`src/rtl/stream_arb_pkg.sv`:
```
// Shared types and the rotated-priority search used by the stream arbiter.
// rr_pick works on a request vector of up to RR_MAX_N bits; callers zero-extend.
package stream_arb_pkg;

    typedef enum logic {
        IDLE = 1'b0,
        SEND = 1'b1
    } arb_state_e;

    localparam int unsigned RR_MAX_N = 64;
    localparam int unsigned RR_IDX_W = 6;

    typedef struct packed {
        logic                valid;
        logic [RR_IDX_W-1:0] idx;
    } rr_pick_t;

    // First set bit of req searching ptr, ptr+1, ... n-1, 0, ... ptr-1.
    function automatic rr_pick_t rr_pick(
        input logic [RR_MAX_N-1:0] req,
        input int unsigned         ptr,
        input int unsigned         n
    );
        rr_pick_t    res;
        int unsigned k;
        res = '0;
        k   = 0;
        for (int unsigned off = 0; off < RR_MAX_N; off++) begin
            if (off < n) begin
                k = ptr + off;
                if (k >= n) begin
                    k = k - n;
                end
                if (!res.valid && req[k[RR_IDX_W-1:0]]) begin
                    res.valid = 1'b1;
                    res.idx   = k[RR_IDX_W-1:0];
                end
            end
        end
        return res;
    endfunction

endpackage

```
`src/rtl/rr_priority_picker.sv`:
```
// Combinational rotated-priority encoder: returns the first requesting index at or
// after ptr (wrapping modulo N_INPUTS). N_INPUTS must not exceed RR_MAX_N.
module rr_priority_picker
    import stream_arb_pkg::*;
#(
    parameter int unsigned N_INPUTS = 4,
    parameter int unsigned SRC_W    = (N_INPUTS > 1) ? $clog2(N_INPUTS) : 1
) (
    input  logic [N_INPUTS-1:0] req,
    input  logic [SRC_W-1:0]    ptr,
    output logic [SRC_W-1:0]    grant,
    output logic                any
);

    logic [RR_MAX_N-1:0] req_ext;
    rr_pick_t            pick;

    // Zero-extend the request vector and run the rotated search
    always_comb begin
        req_ext                 = '0;
        req_ext[N_INPUTS-1:0]   = req;
        pick                    = rr_pick(req_ext, 32'(ptr), N_INPUTS);
        grant                   = SRC_W'(pick.idx);
        any                     = pick.valid;
    end

endmodule

```
`src/rtl/stream_rr_arbiter.sv`:
```
// Round-robin merge of N_INPUTS stb/ack streams into one registered stb/ack stream.
// A granted requester may keep the output for up to BURST consecutive words; the
// output word, its source index and the input acks are all registered.
module stream_rr_arbiter
    import stream_arb_pkg::*;
#(
    parameter int unsigned N_INPUTS = 4,
    parameter int unsigned WIDTH    = 32,
    parameter int unsigned BURST    = 1,
    parameter int unsigned SRC_W    = (N_INPUTS > 1) ? $clog2(N_INPUTS) : 1
) (
    input  logic                      clk,
    input  logic                      rst,
    input  logic [N_INPUTS*WIDTH-1:0] in_data,
    input  logic [N_INPUTS-1:0]       in_stb,
    output logic [N_INPUTS-1:0]       in_ack,
    output logic [WIDTH-1:0]          out_data,
    output logic [SRC_W-1:0]          out_src,
    output logic                      out_stb,
    input  logic                      out_ack
);

    localparam int unsigned      CNT_W    = $clog2(BURST + 1);
    localparam logic [CNT_W-1:0] BURST_C  = CNT_W'(BURST);
    localparam logic [SRC_W-1:0] LAST_IDX = SRC_W'(N_INPUTS - 1);

    logic [WIDTH-1:0]    in_words [N_INPUTS];

    arb_state_e          state_q, state_d;
    logic [SRC_W-1:0]    ptr_q, ptr_d;
    logic [SRC_W-1:0]    last_q, last_d;
    logic [CNT_W-1:0]    cnt_q, cnt_d;
    logic [WIDTH-1:0]    out_data_q, out_data_d;
    logic [SRC_W-1:0]    out_src_q, out_src_d;
    logic                out_stb_q, out_stb_d;
    logic [N_INPUTS-1:0] in_ack_q, in_ack_d;

    logic [SRC_W-1:0]    rr_idx;
    logic                rr_any;
    logic                burst_cont;
    logic [SRC_W-1:0]    win;
    logic [CNT_W-1:0]    cnt_next;

    for (genvar i = 0; i < N_INPUTS; i++) begin : g_slice
        assign in_words[i] = in_data[i*WIDTH +: WIDTH];
    end

    rr_priority_picker #(
        .N_INPUTS (N_INPUTS),
        .SRC_W    (SRC_W)
    ) u_picker (
        .req   (in_stb),
        .ptr   (ptr_q),
        .grant (rr_idx),
        .any   (rr_any)
    );

    // Winner: the burst owner keeps the grant while it still requests and has budget left
    always_comb begin
        burst_cont = (cnt_q != '0) && (cnt_q < BURST_C) &&
                     ((in_stb & (N_INPUTS'(1) << last_q)) != '0);
        win        = burst_cont ? last_q : rr_idx;
        cnt_next   = burst_cont ? (cnt_q + CNT_W'(1)) : CNT_W'(1);
    end

    // Next state, grant bookkeeping and output register updates
    always_comb begin
        state_d    = state_q;
        ptr_d      = ptr_q;
        last_d     = last_q;
        cnt_d      = cnt_q;
        out_data_d = out_data_q;
        out_src_d  = out_src_q;
        out_stb_d  = out_stb_q;
        in_ack_d   = '0;
        case (state_q)
            IDLE: begin
                if (rr_any) begin
                    out_data_d = in_words[win];
                    out_src_d  = win;
                    out_stb_d  = 1'b1;
                    in_ack_d   = N_INPUTS'(1) << win;
                    last_d     = win;
                    if (cnt_next == BURST_C) begin
                        // Budget spent: rotate past the owner and start a fresh burst
                        ptr_d = (win == LAST_IDX) ? '0 : (win + SRC_W'(1));
                        cnt_d = '0;
                    end else begin
                        cnt_d = cnt_next;
                    end
                    state_d = SEND;
                end
            end
            SEND: begin
                if (out_ack) begin
                    out_stb_d = 1'b0;
                    state_d   = IDLE;
                end
            end
            default: begin
                state_d = IDLE;
            end
        endcase
    end

    // State and output registers
    always_ff @(posedge clk) begin
        if (rst) begin
            state_q    <= IDLE;
            ptr_q      <= '0;
            last_q     <= '0;
            cnt_q      <= '0;
            out_data_q <= '0;
            out_src_q  <= '0;
            out_stb_q  <= 1'b0;
            in_ack_q   <= '0;
        end else begin
            state_q    <= state_d;
            ptr_q      <= ptr_d;
            last_q     <= last_d;
            cnt_q      <= cnt_d;
            out_data_q <= out_data_d;
            out_src_q  <= out_src_d;
            out_stb_q  <= out_stb_d;
            in_ack_q   <= in_ack_d;
        end
    end

    assign in_ack   = in_ack_q;
    assign out_data = out_data_q;
    assign out_src  = out_src_q;
    assign out_stb  = out_stb_q;

endmodule
```
`config.mk`:
```
export PLATFORM = sky130hd
export DESIGN_NAME = stream_rr_arbiter
export DESIGN_NICKNAME = d
export VERILOG_FILES = /design/src/rtl/stream_arb_pkg.sv /design/src/rtl/rr_priority_picker.sv /design/src/rtl/stream_rr_arbiter.sv
export SDC_FILE = /design/constraint.sdc
export NUM_CORES = 1
export LEC_CHECK = 0
export ABC_CLOCK_PERIOD_IN_PS = 2560
export BUFFER_PORTS_ARGS = -buffer_cell sky130_fd_sc_hd__buf_2
export CORE_MARGIN = 3
export CORE_UTILIZATION = 35
export DETAILED_ROUTE_END_ITERATION = 8
export GPL_ROUTABILITY_DRIVEN = 1
export PLACE_DENSITY_LB_ADDON = 0.05
export SYNTH_ARGS = -nofsm -noshare
export SYNTH_HDL_FRONTEND = slang
export SYNTH_SLANG_ARGS = --single-unit
```
`constraint.sdc`:
```
create_clock -name clk -period 2.56 [get_ports clk]
set_input_delay 0.384 -clock clk [delete_from_list [all_inputs] [get_ports clk]]
set_output_delay 0.384 -clock clk [all_outputs]
set_load 0.01 [all_outputs]
```
==> qor.csv, run 1 <==
metric,value,unit
Congestion Overflow GR,0,
post-route ant nets,0,
synthesis warning total,0,
max-slew violations,0,
Final Hold Viols,0,
Cells after DPL,662,
relative slew slack,0.625,
Hold WC Path Type,in -> reg,
met2 wire len,4350,µm
Synth async-reset ratio,0,
worst skew pair latency,0.30,ns
Clock Skew,0.00672,ns
"Avg Cell Area, Syn",8.08,µm²
"Req. time, crit path",2.75,ns
peak supply drop,515,µV
first-pass GRT wire length,14500,µm
HP Start,rst,
WL final,9200,µm
share of layout cells above drive strength 1,0.390,
drc violations,0,
maximum clock frequency,0.413,GHz
Yosys top cell by area,dfxtp_1,
syn_nets,531,
R2R Setup Slk,0.14,ns
Yosys reg bits,42,
"Top FF cell, synth",dfxtp_1,
period utilization,0.945,
CP startpoint kind,register,
status,"finished, final reports clean",
Worst Setup End Kind,register,
post-cts hold buffer count,0,
Post-synth EDFFs,0,
clk sinks,42,
# nets final,700,
initial antenna violation count,0,
RR Startpoint,ptr_q[0]$_SDFFE_PP0P_,
vias in the first global route,3023,
vias per cell,4.80,
1st-pass router iterations,7,
I/O Buffers,173,
clock tree from TritonCTS,yes,
slew at the pin with the worst max-slew slack,0.558,ns
Die Span Y,101,µm
Post-synth top cells,"nor3_1 (68), inv_1 (66), mux2i_1 (65)",
Pwr Density,1180,nW/µm²
Final WS setup,0.141,ns
Yosys top cell area share,0.266,
Die W,101,µm
WL/cell,13.7,µm
cts bufs inserted,5,
reg2reg end,out_data[22]$_SDFFE_PP0P_,
Top Ports,174,
Pleak,2.38,nW
DRT iter0 DRCs,58,
hold worst-path end,ptr_q[0]$_SDFFE_PP0P_,
Worst-path clk slew,0.09,ns
"Setup violations, final",0,
core area,8760,µm²
uppermost routed layer,met4,
most numerous cell in the Yosys netlist,nor3_1,
most area-consuming cells after synthesis,"dfxtp_1 (27%), mux2i_1 (21%), nor3_1 (11%)",
critical path class,reg -> reg,
"Setup Fix Bufs, Post-CTS",0,
Die ar.,10200,µm²
routability cong.,0.872,
gr usage total,0.173,
Max Cap Viol,0,
Min-Delay Path Depth,2,
largest net degree at the start of global routing,66,
Post-Place Setup Slack,0.0272,ns
Initial Util,0.361,
post-cts repair resize count,0,
Non-Filler Instances,670,
Area Overhead vs Synth,36.0,%
vias post-DR,3214,
setup TNS,0,ns
met3 routed WL,610,µm
Mapped Cells,392,
Worst Reg-to-Reg Cells,9,
register area share after synthesis,0.266,
H-tree levels,2,
Mapped Area,3170,µm²
Final min period,2.42,ns
crit-path max FO,17,
met1 wire length,4170,µm
clk buf depth,2,
RSZ-0062 raised after global routing,false,
Pwr Total,5.10,mW
Netlist cell types,41,
WP data arrival,2.61,ns
Site Rows,34,
Root Driver,clkbuf_8,
Ant. Diodes,0,
hpwl dp,6890,µm
[registers in the layout, summed over array words and instances (netlist names)]
register and cells:
ptr_q 2, out_data 32, in_ack 4, out_src 2
state_q 1, out_stb 1
[layout make-up]
| cell class | instances | area, µm² |
|---|---|---|
| multi-input cells | 254 | 1890 |
| flip-flops and latches | 42 | 842 |
| well taps | 108 | 135 |
| inverters | 66 | 248 |
| repair buffers | 192 | 1080 |
| fillers | 923 | 4460 |
| clock buffers | 6 | 72.6 |
| clock inverters | 2 | 37.5 |
[how the worst max path moves through the flow]
stage / start / endpoint / slack [ns]
2_1_floorplan: ptr_q[0]$_SDFFE_PP0P_ / out_data[1]$_SDFFE_PP0P_ / 0.07
5_1_grt: ptr_q[0]$_SDFFE_PP0P_ / out_data[5]$_SDFFE_PP0P_ / 0.02
6_report: ptr_q[0]$_SDFFE_PP0P_ / out_data[22]$_SDFFE_PP0P_ / 0.14
4_1_cts: ptr_q[0]$_SDFFE_PP0P_ / out_data[22]$_SDFFE_PP0P_ / 0.02
3_3_place_gp: ptr_q[0]$_SDFFE_PP0P_ / out_data[3]$_SDFFE_PP0P_ / 0.11
3_5_place_dp: ptr_q[0]$_SDFFE_PP0P_ / out_data[22]$_SDFFE_PP0P_ / 0.03
[logic make-up after synthesis]
logic type | after synthesis | synth area share
AO/OA/AOI/OAI | 53 | 0.147
XOR/XNOR | 2 | 0.00553
adder cells (fa/ha/maj) | 4 | 0.0158
buffers and inverters | 96 | 0.152
flip-flops | 42 | 0.266
multiplexers | 69 | 0.228
AND/OR/NAND/NOR | 126 | 0.186
[routing by layer]
metal	GRT usage	vias to the layer above
met5	0	-
met4	0.0348	0
met3	0.0325	4
met2	0.283	98
met1	0.237	1438
li1	-	1674
[placed cells by master, fill, tap and decap left out, types with 2 or more instances in the layout]
cell type | Yosys | layout
a211oi_1 | 4 | 4
xnor2_1 | 2 | 2
buf_4 | 2 | 13
ha_1 | 4 | 3
nor2b_1 | 4 | 4
o211ai_1 | 32 | 32
buf_2 | 14 | 173
clkbuf_8 | 2 | 5
a21oi_1 | 4 | 4
a31oi_4 | 2 | 2
buf_12 | 3 | 6
nand2_1 | 35 | 35
nor3_1 | 68 | 68
mux4_2 | 2 | 2
mux2i_1 | 65 | 64
dfxtp_1 | 42 | 41
nor2_1 | 12 | 12
inv_1 | 66 | 66
[stage by stage]
| step | hold WS, ns | util | instance area [µm²] |
|---|---|---|---|
| global route | 0.371 | 0.491 | 4310 |
| detailed placement | 0.470 | 0.478 | 4190 |
| CTS | 0.362 | 0.491 | 4300 |
| finish | 0.355 | 0.491 | 4310 |
| floorplan | 0.508 | - | 3180 |
| global placement | 0.461 | 0.478 | 4190 |
[report_power, final]
| part | internal (mW) | switching [mW] | total (mW) |
|---|---|---|---|
| registers | 0.886 | 0.112 | 0.998 |
| logic | 1.68 | 1.88 | 3.55 |
| clock network | 0.292 | 0.254 | 0.546 |
| total | 2.86 | 2.24 | 5.10 |
[critical path, cell delays in order, from the launching register on]
cell and delay (ns):
dfxtp_2 0.39, inv_1 0.09, ha_4 0.27, or3_4 0.43, a31oi_4 0.23, a2bb2oi_4 0.19, buf_12 0.19, buf_12 0.18
mux2i_1 0.23, o211ai_1 0.10
No activity file was read; power rests on OpenSTA's default activity.
==> run 2: changes to the inputs <==
--- a/config.mk
+++ b/config.mk
@@ -14,4 +14,5 @@
 export PLACE_DENSITY_LB_ADDON = 0.05
 export SYNTH_ARGS = -nofsm -noshare
 export SYNTH_HDL_FRONTEND = slang
+export SYNTH_HIERARCHICAL = 1
 export SYNTH_SLANG_ARGS = --single-unit
==> qor.csv, run 2 <==
metric,value,unit,change
max-slew violations,0,,unchanged
Hold WC Path Type,in -> reg,,
period utilization,0.995,,+0.0502
WL/cell,15.3,µm,+11%
Post-synth top cells,"mux2i_1 (64), dfxtp_1 (42), a21o_1 (31)",,
fin util,0.657,,+0.165
slew at the pin with the worst max-slew slack,0.458,ns,-0.100 ns
reg2reg end,out_data[25]$_SDFFE_PP0P_,,
Worst Reg-to-Reg Cells,12,,+3
WL final,8390,µm,-8.8%
Min-Delay Path Depth,2,,unchanged
Top Ports,174,,unchanged
Yosys top cell by area,dfxtp_1,,
clk buf depth,2,,unchanged
Cells after DPL,536,,-19%
synthesis warning total,6,,+6
vias per cell,5.02,,+4.7%
1st-pass router iterations,4,,-3
cell chain of the critical path,"inv_2, ha_4, buf_6, mux4_2, nand2_2, o21a_1, o21ai_4, buf_4, clkbuf_16, mux2i_2, o22ai_2, a21o_1",,
Mapped Area,2540,µm²,-20%
Root Driver,clkbuf_8,,
met3 Track Usage GR,0.0497,,+0.0172
"Setup violations, final",0,,unchanged
setup TNS,0,ns,unchanged
first-pass GRT wire length,12300,µm,-15%
critical path class,reg -> reg,,
Final min period,2.55,ns,+0.128 ns
"commonest non-fill, non-tap cell in the layout",buf_2,,
post-route cell area,4540,µm²,+5.3%
initial antenna violation count,0,,unchanged
syn_nets,395,,-26%
hpwl dp,6190,µm,-10%
clk sinks,42,,unchanged
met2 Resource Use GR,0.326,,+0.0435
register area,846,µm²,+0.45%
Mapped Cells,255,,-35%
share of layout cells above drive strength 1,0.667,,+0.278
RSZ-0062 raised after global routing,true,,
Site Rows,30,,-12%
gr usage total,0.179,,+0.00666
crit-path max FO,6,,-11
Die W,91.2,µm,-9.8%
Non-Filler Instances,550,,-18%
post-route ant nets,0,,unchanged
peak supply drop,670,µV,+30%
Die Span Y,91.2,µm,-9.8%
most area-consuming cells after synthesis,"dfxtp_1 (33%), mux2i_1 (25%), a21o_1 (9.2%)",,
vias in the first global route,2626,,-13%
R2R Setup Slk,0.01,ns,-0.13 ns
WP data arrival,2.73,ns,+0.12 ns
cts bufs inserted,5,,unchanged
largest net degree at the start of global routing,34,,-48%
Pleak,2.30,nW,-3.1%
post-cts hold buffer count,0,,unchanged
worst skew pair latency,0.29,ns,about the same
hold worst-path end,ptr_q[0]$_SDFFE_PP0P_,,
Worst-path clk slew,0.07,ns,-0.02 ns
Worst Setup End Kind,register,,
CP startpoint kind,register,,
critical path's largest stage delay,0.51,ns,+0.08 ns
Post-synth EDFFs,0,,unchanged
routability cong.,0.831,,-4.7%
most frequent cells in the layout,"buf_2 (173), dfxtp_1 (40), mux2i_1 (33)",,
Top Usage Layer GRT,met2,,
status,"finished, final reports clean",,
most numerous cell in the Yosys netlist,mux2i_1,,
Pwr Density,1430,nW/µm²,+21%
Yosys top cell area share,0.331,,+0.0655
Max Cap Viol,0,,unchanged
vias post-DR,2762,,-14%
M1 GR Usage,0.204,,-0.0328
Netlist cell types,37,,-9.8%
Post-Place Setup Slack,-0.152,ns,-0.179 ns
"Avg Cell Area, Syn",9.96,µm²,+23%
"Top FF cell, synth",dfxtp_1,,
"Req. time, crit path",2.75,ns,about the same
max reg flops,32,,unchanged
Congestion Overflow GR,0,,unchanged
DRT iter0 DRCs,74,,+28%
HP Start,rst,,
# fillers,607,,-34%
H-tree levels,2,,unchanged
relative slew slack,0.691,,+0.0665
Area Overhead vs Synth,78.6,%,
clock tree from TritonCTS,yes,,
Clock Skew,0.00382,ns,-0.00290 ns
I/O Buffers,173,,unchanged
# nets final,594,,-15%
drc violations,0,,unchanged
core area,6910,µm²,-21%
Initial Util,0.368,,+0.00639
Final WS setup,0.0128,ns,-0.128 ns
Synth async-reset ratio,0,,unchanged
Final Hold Viols,0,,unchanged
Crit-path slowest cell,mux4_2,,
Yosys reg bits,42,,unchanged
Die ar.,8310,µm²,-19%
register area share after synthesis,0.331,,+0.0655
RR Startpoint,ptr_q[0]$_SDFFE_PP0P_,,
maximum clock frequency,0.393,GHz,-5.0%
multi-input logic area,2060,µm²,+9.4%
Ant. Diodes,0,,unchanged
DP Area,3930,µm²,-6.2%
## run 2: power breakdown
part | internal [mW] | switching (mW) | total [mW] | leakage [nW]
clock network | 0.273 | 0.213 | 0.486 | 0.0555
registers | 0.950 | 0.129 | 1.08 | 0.348
logic | 2.80 | 2.12 | 4.92 | 1.90
## run 2: kinds of logic after synthesis
family,share of synthesized area
DFF,0.331
AOI/OAI and AO/OA,0.229
buffers and inverters,0.0719
and+or+nand+nor,0.0591
muxes,0.285
adders and majority gates,0.0246
## run 2: layout make-up
class	count	area share
clock buffer	7	0.0237
inverter	4	0.00331
multi-input combinational	188	0.455
sequential	42	0.186
tap	96	0.0265
timing repair buffer	213	0.305
## run 2: worst max path at each step
| stage | startpoint | end | slack, ns |
|---|---|---|---|
| 2_1_floorplan | ptr_q[0]$_SDFFE_PP0P_ | out_data[25]$_SDFFE_PP0P_ | -0.06 |
| 3_3_place_gp | in_stb[1] | out_data[7]$_SDFFE_PP0P_ | -0.13 |
| 3_5_place_dp | in_stb[1] | out_data[6]$_SDFFE_PP0P_ | -0.15 |
| 4_1_cts | ptr_q[0]$_SDFFE_PP0P_ | ptr_q[0]$_SDFFE_PP0P_ | 0.006 |
| 5_1_grt | ptr_q[0]$_SDFFE_PP0P_ | out_data[25]$_SDFFE_PP0P_ | -0.08 |
| 6_report | ptr_q[0]$_SDFFE_PP0P_ | out_data[25]$_SDFFE_PP0P_ | 0.01 |
## run 2: metrics by stage
stage / hold slack (ns) / total power [mW]
finish: 0.364 / 6.49
global route: 0.365 / 6.89
CTS: 0.347 / 5.60
detailed placement: 0.433 / 4.95
global placement: 0.429 / 4.90
floorplan: 0.443 / 3.63
## run 2: layer usage
metal	up-vias	part of all wire
li1	1355	-
met1	1298	0.39
met2	98	0.53
met3	11	0.069
met4	0	0.015
met5	-	0
## run 2: worst max-delay path, delay by kind of cell, from the launching register on
| family | cells | cell delay [ns] |
|---|---|---|
| DFF | 1 | 0.38 |
| AOI/OAI and AO/OA | 4 | 0.50 |
| muxes | 2 | 0.71 |
| and+or+nand+nor | 1 | 0.10 |
| adders and majority gates | 1 | 0.27 |
| buffers and inverters | 4 | 0.49 |
## run 2: repair_timing
item	CTS	global route
gates cloned	0	3
setup endpoints to repair	33	33
buffers inserted	1	3
pin swaps	2	3
resized for setup	15	59
==> run 3: changes to the inputs <==
--- a/config.mk
+++ b/config.mk
@@ -5,13 +5,14 @@
 export SDC_FILE = /design/constraint.sdc
 export NUM_CORES = 1
 export LEC_CHECK = 0
-export ABC_CLOCK_PERIOD_IN_PS = 2560
+export ABC_CLOCK_PERIOD_IN_PS = 2900
 export BUFFER_PORTS_ARGS = -buffer_cell sky130_fd_sc_hd__buf_2
 export CORE_MARGIN = 3
 export CORE_UTILIZATION = 35
 export DETAILED_ROUTE_END_ITERATION = 8
 export GPL_ROUTABILITY_DRIVEN = 1
 export PLACE_DENSITY_LB_ADDON = 0.05
+export RECOVER_POWER = 100
 export SYNTH_ARGS = -nofsm -noshare
 export SYNTH_HDL_FRONTEND = slang
 export SYNTH_HIERARCHICAL = 1
==> constraint.sdc (replaced) <==
create_clock -name clk -period 2.9 [get_ports clk]
set_input_delay 0.435 -clock clk [delete_from_list [all_inputs] [get_ports clk]]
set_output_delay 0.435 -clock clk [all_outputs]
set_load 0.01 [all_outputs]
==> qor.csv, run 3 (synthesis results as in run 2) <==
metric,value,unit,change
slew at the pin with the worst max-slew slack,0.323,ns,-0.135 ns
gr usage total,0.164,,-0.0152
max-slew violations,0,,unchanged
"Req. time, crit path",3.14,ns,+0.39 ns
vias in the first global route,2415,,-8.0%
clk sinks,42,,unchanged
Area Overhead vs Synth,39.8,%,
WL final,7060,µm,-16%
H-tree levels,2,,unchanged
Die ar.,8310,µm²,unchanged
critical path class,reg -> reg,,
WL/cell,13.4,µm,-12%
Root Driver,clkbuf_8,,
clk buf depth,2,,unchanged
Worst Setup End Kind,register,,
vias post-DR,2543,,-7.9%
routability cong.,0.879,,+5.8%
Ant. Diodes,0,,unchanged
HP Start,rst,,
Initial Util,0.368,,unchanged
most frequent cells in the layout,"buf_2 (134), mux2i_1 (64), clkbuf_1 (41), dfxtp_1 (41), a21o_1 (31)",,
maximum clock frequency,0.367,GHz,-6.6%
CP startpoint kind,register,,
cts bufs inserted,5,,unchanged
multi-input logic area,1530,µm²,-26%
Die W,91.2,µm,unchanged
share of layout cells above drive strength 1,0.386,,-0.281
Net Sw Power,1.64,mW,-34%
Max Cap Viol,0,,unchanged
largest net degree at the start of global routing,37,,+8.8%
Final min period,2.73,ns,+0.180 ns
Pleak,1.88,nW,-19%
1st-pass router iterations,4,,unchanged
setup TNS,0,ns,unchanged
vias per cell,4.83,,-3.7%
DRT iter0 DRCs,59,,-20%
peak supply drop,616,µV,-8.0%
Die Span Y,91.2,µm,unchanged
Worst-path clk slew,0.08,ns,about the same
# fillers,738,,+22%
RSZ-0062 raised after global routing,false,,
Clock Skew,0.00317,ns,-0.000646 ns
WP data arrival,2.97,ns,+0.24 ns
"Setup violations, final",0,,unchanged
Top Ports,174,,unchanged
RR Startpoint,ptr_q[0]$_SDFFE_PP0P_,,
Site Rows,30,,unchanged
hpwl dp,5640,µm,-9.0%
Final WS setup,0.173,ns,+0.160 ns
"commonest non-fill, non-tap cell in the layout",buf_2,,
drc violations,0,,unchanged
max reg flops,32,,unchanged
Post-Place Setup Slack,0.0527,ns,+0.204 ns
# nets final,569,,-4.2%
internal cell power,2.25,mW,-44%
status,"finished, final reports clean",,
Pwr Total,3.89,mW,-40%
crit-path max FO,14,,+8
Reg power frac,0.247,,+0.081
Pwr Density,1100,nW/µm²,-23%
Hold WC Path Type,in -> reg,,
reg2reg end,out_data[26]$_SDFFE_PP0P_,,
post-route ant nets,0,,unchanged
Min-Delay Path Depth,2,,unchanged
Final Hold Viols,0,,unchanged
I/O Buffers,173,,unchanged
Congestion Overflow GR,0,,unchanged
Gate power share,0.657,,-0.102
register area,845,µm²,-0.15%
relative slew slack,0.785,,+0.0935
initial antenna violation count,0,,unchanged
Clock Power Share,0.096,,+0.021
R2R Setup Slk,0.17,ns,+0.16 ns
post-cts hold buffer count,0,,unchanged
first-pass GRT wire length,11200,µm,-9.5%
clock tree from TritonCTS,yes,,
sw frac,0.421,,+0.0408
period utilization,0.940,,-0.0545
core area,6910,µm²,unchanged
hold worst-path end,ptr_q[0]$_SDFFE_PP0P_,,
worst skew pair latency,0.29,ns,about the same
Worst Reg-to-Reg Cells,10,,-2
-- run 3: cell types whose count changed in the layout (fill, tap and decap cells not counted), sizes merged --
cell,change
buf,-63
clkbuf,+37
clkinv,+2
-- run 3: cell type report --
class / instances / share of cell area
Multi-Input combinational cell: 188 / 0.431
Timing Repair Buffer: 188 / 0.268
Sequential cell: 42 / 0.238
Tap cell: 96 / 0.0338
Clock buffer: 6 / 0.0204
Inverter: 4 / 0.00423
Clock inverter: 2 / 0.00388
-- run 3: how the worst max path moves through the flow --
| stage | from | end | slack, ns | depth (start not counted) |
|---|---|---|---|---|
| after detailed placement | in_stb[1] | out_data[26]$_SDFFE_PP0P_ | 0.05 | 9 |
| after CTS | ptr_q[0]$_SDFFE_PP0P_ | out_data[26]$_SDFFE_PP0P_ | 0.05 | 10 |
| after global placement | in_stb[1] | out_data[31]$_SDFFE_PP0P_ | 0.09 | 9 |
| final | ptr_q[0]$_SDFFE_PP0P_ | out_data[26]$_SDFFE_PP0P_ | 0.17 | 10 |
| after floorplan | ptr_q[0]$_SDFFE_PP0P_ | out_data[10]$_SDFFE_PP0P_ | 0.08 | 12 |
| after global routing | ptr_q[1]$_SDFFE_PP0P_ | out_src[1]$_SDFFE_PP0P_ | 0.002 | 10 |
-- run 3: timing repair --
action / CTS / global route
gates resized for setup: 0 / 3
buffers inserted: 0 / 1
endpoints found under the setup margin: 0 / 31
-- run 3: routing by layer --
layer / global-route usage / vias to the layer above / share of wire
met5: 0 / - / 0
met4: 0.0302 / 0 / 0.0054
met3: 0.0688 / 2 / 0.10
met2: 0.284 / 111 / 0.50
met1: 0.190 / 1131 / 0.39
li1: - / 1299 / -
-- run 3: critical path, stage by stage, from the launching register on --
cell and delay (ns):
dfxtp_4 0.38, inv_1 0.05, ha_1 0.31, mux4_2 0.24
nand2_1 0.07, a21boi_1 0.15, a221o_1 0.41, or4b_4 0.56
buf_4 0.20, o22ai_1 0.21, a21o_1 0.10
-- run 3: power by group through the flow --
stage | clock [mW] | combinational [mW] | sequential [mW]
detailed placement | 0 | 2.66 | 0.964
global route | 0.422 | 2.81 | 0.999
floorplan | 0 | 1.87 | 1.08
finish | 0.372 | 2.56 | 0.962
CTS | 0.389 | 2.67 | 0.956
global placement | 0 | 2.65 | 0.964
-- run 3: stage by stage --
stage / hold WS [ns] / util / instances / cell area, µm²
after CTS: 0.384 / 0.522 / 525 / 3610
after floorplan: 0.460 / - / 255 / 2540
after detailed placement: 0.434 / 0.510 / 517 / 3520
after global placement: 0.428 / 0.510 / 517 / 3520
final: 0.400 / 0.514 / 526 / 3550
after global routing: 0.408 / 0.514 / 526 / 3550
